`config.mk`:
```
export PLATFORM = sky130hd
export DESIGN_NAME = cronometro_ctrl
export DESIGN_NICKNAME = d
export VERILOG_FILES = /design/src/rtl/cronometro_ctrl.sv
export SDC_FILE = /design/constraint.sdc
export NUM_CORES = 1
export LEC_CHECK = 0
export ABC_AREA = 1
export ABC_CLOCK_PERIOD_IN_PS = 2700
export CORE_MARGIN = 5
export CORE_UTILIZATION = 46
export CTS_CLUSTER_DIAMETER = 60
export DETAILED_ROUTE_END_ITERATION = 16
export HOLD_SLACK_MARGIN = 0.03
export PLACE_DENSITY = 0.61
export SLEW_MARGIN = 25
export SYNTH_ARGS = -nofsm -noshare
export SYNTH_HDL_FRONTEND = slang
export SYNTH_SLANG_ARGS = --single-unit
```
`constraint.sdc`:
```
create_clock -name clk -period 2.7 [get_ports clk]
set_input_delay 0.27 -clock clk [delete_from_list [all_inputs] [get_ports clk]]
set_output_delay 0.27 -clock clk [all_outputs]
set_load 0.02 [all_outputs]
```
`src/rtl/cronometro_ctrl.sv`:
```
// Stopwatch control: button synchronizers and debouncers, the free-running
// time-base prescaler, and the IDLE/RUN/LAP/STOP FSM driving the counter datapath.
module cronometro_ctrl #(
  parameter int CLK_HZ    = 50_000_000,
  parameter int TICK_HZ   = 1000,
  parameter int DEB_TICKS = 10
) (
  input  logic       clk,
  input  logic       rst,
  input  logic       start_stop,
  input  logic       lap_reset,
  output logic       ms_tick,
  output logic       count_en,
  output logic       count_clr,
  output logic       disp_hold,
  output logic       running,
  output logic [1:0] state
);

  localparam int DIV = CLK_HZ / TICK_HZ;
  localparam int PW  = $clog2(DIV);
  localparam int CW  = $clog2(DEB_TICKS + 1);
  localparam logic [PW-1:0] PLAST = PW'(DIV - 1);
  localparam logic [CW-1:0] DLAST = CW'(DEB_TICKS - 1);

  typedef enum logic [1:0] {
    IDLE = 2'b00,
    RUN  = 2'b01,
    LAP  = 2'b10,
    STOP = 2'b11
  } state_t;

  state_t        cur_state;
  state_t        nxt_state;
  logic          clr_nxt;
  logic          run_nxt;
  logic          tick_nxt;

  logic [PW-1:0] pcnt;
  logic [1:0]    raw;
  logic [1:0]    sync1;
  logic [1:0]    sync2;
  logic [1:0]    db;
  logic [1:0]    ev;
  logic [CW-1:0] dcnt [2];

  // Bit 0 carries start_stop, bit 1 carries lap_reset throughout.
  assign raw = {lap_reset, start_stop};

  always_ff @(posedge clk) begin
    if (rst) begin
      sync1 <= '0;
      sync2 <= '0;
    end else begin
      sync1 <= raw;
      sync2 <= sync1;
    end
  end

  // A clear cycle also suppresses a tick that would otherwise have landed on it.
  assign tick_nxt = (pcnt == PLAST) && !count_clr;

  always_ff @(posedge clk) begin
    if (rst) begin
      pcnt    <= '0;
      ms_tick <= 1'b0;
    end else begin
      ms_tick <= tick_nxt;
      if (count_clr || (pcnt == PLAST)) begin
        pcnt <= '0;
      end else begin
        pcnt <= pcnt + 1'b1;
      end
    end
  end

  // The stable-count only advances on ticks while the input disagrees with db.
  always_ff @(posedge clk) begin
    if (rst) begin
      db      <= '0;
      ev      <= '0;
      dcnt[0] <= '0;
      dcnt[1] <= '0;
    end else begin
      ev <= '0;
      for (int i = 0; i < 2; i++) begin
        if (sync2[i] == db[i]) begin
          dcnt[i] <= '0;
        end else if (ms_tick) begin
          if (dcnt[i] == DLAST) begin
            dcnt[i] <= '0;
            db[i]   <= sync2[i];
            ev[i]   <= sync2[i];
          end else begin
            dcnt[i] <= dcnt[i] + 1'b1;
          end
        end
      end
    end
  end

  always_comb begin
    nxt_state = cur_state;
    clr_nxt   = 1'b0;
    case (cur_state)
      IDLE: begin
        if (ev[0]) nxt_state = RUN;
      end
      RUN: begin
        if (ev[0])      nxt_state = STOP;
        else if (ev[1]) nxt_state = LAP;
      end
      LAP: begin
        if (ev[0])      nxt_state = STOP;
        else if (ev[1]) nxt_state = RUN;
      end
      STOP: begin
        if (ev[0]) begin
          nxt_state = RUN;
        end else if (ev[1]) begin
          nxt_state = IDLE;
          clr_nxt   = 1'b1;
        end
      end
      default: nxt_state = IDLE;
    endcase
    run_nxt = (nxt_state == RUN) || (nxt_state == LAP);
  end

  // Outputs are registered from next-cycle values so each one is a flop.
  always_ff @(posedge clk) begin
    if (rst) begin
      cur_state <= IDLE;
      count_clr <= 1'b1;
      count_en  <= 1'b0;
      disp_hold <= 1'b0;
      running   <= 1'b0;
    end else begin
      cur_state <= nxt_state;
      count_clr <= clr_nxt;
      count_en  <= tick_nxt && run_nxt;
      disp_hold <= (nxt_state == LAP);
      running   <= run_nxt;
    end
  end

  assign state = cur_state;

endmodule

```
==> summary.md <==
| Metric | Value |
|---|---|
| Relative slew slack | 69.1% |
| Clock Tree Buf Depth | 2 |
| Cell taking the most area after synthesis | dfxtp_1 |
| Critical path startpoint category | flop |
| Period utilization | 59.3% |
| Worst reg-to-reg setup slack | 1.29 ns |
| Fillers | 346 |
| Critical R2R Capture | count_en$_SDFF_PP0_ |
| CTS tree | yes |
| Synth Register Bits | 39 |
| Die Wd | 71.2 um |
| CTS H-Tree Depth | 2 |
| Worst flop-to-flop path startpoint | ev[1]$_SDFF_PP0_ |
| Vias | 1343 |
| Pre-CTS worst setup slack | 0.892 ns |
| Num rows | 22 |
| Post-layout power | 1.20 mW |
| Vias in the first global route | 1272 |
| Post-CTS sizing | 0 |
| Setup Buffers After CTS | 0 |
| Initial antenna violation count | 0 |
| All-layer global routing usage | 13.3% |
| DP HPWL | 2360 um |
| DRT Pass-1 Iters | 4 |
| Clock root buffer | clkbuf_8 |
| Mapped Avg Cell Area | 8.03 um^2 |
| Measured slew at the worst slew-check pin | 0.462 ns |
| Post-synthesis cell area | 1730 um^2 |
| Max Clock Skew | 0.00827 ns |
| GR Util met3 | 3.93% |
| Global-route wire length before repair | 5430 um |
| Leading cell type in the layout, fill and taps excluded | nor2_1 |
| Max stage delay cell, worst path | clkdlybuf4s50_1 |
| M2 GR Usage | 21.6% |
| Async set-reset flop share out of synthesis | 0% |
| Setup CP Type | reg -> out |
| Top_reg_cell synth | dfxtp_1 |
| FF-to-FF path depth | 5 |
| Clock latency at the later pin of the worst-skew pair | 0.29 ns |
| Leakage power | 0.736 nW |
| Worst setup margin | 1.10 ns |
| Hold Path Origin | sync1[0]$_SDFF_PP0_ |
| Minimum clock period | 1.60 ns |
| Status | complete, no violations |
| CTS Sinks | 39 |
| Post-synthesis cell count | 215 |
| Fraction of layout cells with a size suffix above 1 | 6.49% |
| RSZ-0062 raised after global routing | no |
| Area fraction of the dominant cell type after synthesis | 36.0% |
| Hold buffer count at cts | 0 |
| Seq/Total Area, Yosys | 49.9% |
| Num CTS Buffers | 5 |
| Top cells by area, synth | dfxtp_1 (36%), edfxtp_1 (14%), nor2_1 (9.8%) |
| Layout Nets | 240 |
| Worst Setup End Kind | output pin |
| DR WL/cell | 11.4 um |
| Core area | 3660 um^2 |
| Cell family with most CP delay | buffers and inverters |
| Fmax achieved | 0.624 GHz |
| Commonest cells after routing, fill and taps aside | nor2_1 (45), nand2_1 (39), dfxtp_1 (31) |
| Crit path required time | 2.43 ns |
| Worst EP arrival | 1.33 ns |
| Vias per inst | 4.81 |
| Starting Density | 47.1% |
| Netlist cell types | 27 |
| Hold path endpoint | sync2[0]$_SDFF_PP0_ |
| Die height | 71.2 um |
| CP max stage delay | 0.64 ns |
| Die ar. | 5080 um^2 |
| Crit path max fanout | 5 |
| DRC viols | 0 |
| Buf/Inv on CP | 1 |
| Worst path cell trace | clkdlybuf4s50_1 |
| Peak VDD IR | 0.000289 V |
| Routed Antenna Nets | 0 |
| GP Congestion | 0.780 |
| Max-Cap Viols | 0 |
| Placed insts | 271 |
| Syn nets | 225 |
| Maximum number of pins on one net before global-route repair | 17 |
| Routed wire length | 3170 um |
| Area of the multi-input gates | 748 um^2 |
| Clock transition at path regs | 0.07 ns |
| Setup-failing EPs final | 0 |
| Layout area overhead | 16.1% |
| Storage element area | 861 um^2 |
| Power per standard cell area | 599 nW/um^2 |
| GRT busiest layer | met2 |
| Num ports | 11 |
| Syn. warnings | 0 |
| Sum Neg Setup Slack | 0 ns |
| Initial DRC Count | 91 |
| Met1 GRT Util | 16.5% |
| Worst Hold Depth | 2 |
| Antenna cells | 0 |
| Cell Count, Final, Fillers Out | 279 |
| Hold Path Class | reg -> reg |
| Gr ovfl total | 0 |
| Post-synth EDFFs | 8 |
| Pins over their slew limit | 0 |
| Final hold viol count | 0 |
| Port-buffer cells | 10 |
==> kinds of logic after synthesis <==
kind of cell,Yosys count,share of synthesized area [%]
AOI/OAI and AO/OA,20,6.16
and+or+nand+nor,112,28.3
adders and majority gates,6,4.35
xor gates and xnor gates,9,4.57
DFF,39,49.9
buffers and inverters,29,6.74
==> synth_stat cells (all sizes together) (3+ instances only) <==
library cell / number
o21ai: 6
xor2: 5
nor2: 47
a21oi: 11
inv: 27
ha: 6
or2: 3
edfxtp: 8
dfxtp: 31
nand3: 11
xnor2: 4
nand4: 3
nor3: 4
nand2: 41
==> state kept, by name (all words and copies together) (netlist names) <==
| name | flops |
|---|---|
| count_en | 1 |
| db | 2 |
| sync2 | 2 |
| ms_tick | 1 |
| running | 1 |
| ev | 2 |
| state | 2 |
| count_clr | 1 |
| dcnt | 8 |
| pcnt | 16 |
| sync1 | 2 |
| disp_hold | 1 |
==> metal layers <==
metal / part of all wire [%] / vias up
met5: 0 / -
met4: 1.4 / 0
met3: 5.0 / 7
met2: 46 / 35
met1: 48 / 587
li1: - / 714
==> per-stage QoR <==
step	hold WS, ns	util [%]	cell area [um^2]
after global placement	0.393	51.1	1870
after floorplan	0.377	-	1730
final	0.411	54.7	2000
after detailed placement	0.405	51.1	1870
after CTS	0.417	54.7	2000
after global routing	0.432	54.7	2000
==> final cells by class <==
type	count	share of cell area [%]
timing repair buffer	10	5.00
sequential	39	43.0
multi-input combinational	147	37.4
tap	48	3.00
clock buffer	6	3.62
inverter	27	5.06
clock inverter	2	3.00
==> where the power goes <==
part | internal (mW) | switching, mW
registers | 0.600 | 0.00562
logic | 0.0108 | 0.0157
clock network | 0.369 | 0.198
==> worst max path at each step <==
stage	startpoint	end	slack, ns	cells after the start
after floorplan	state[0]$_SDFF_PP0_	count_en$_SDFF_PP0_	1.41	5
after global placement	rst	dcnt[1][1]$_SDFFCE_PN0P_	0.98	5
after detailed placement	rst	dcnt[1][3]$_SDFFCE_PN0P_	0.89	5
after CTS	ms_tick$_SDFF_PP0_	ms_tick	1.08	1
after global routing	ms_tick$_SDFF_PP0_	ms_tick	1.05	1
final	ms_tick$_SDFF_PP0_	ms_tick	1.10	1
(Power assumes the default switching activity.)
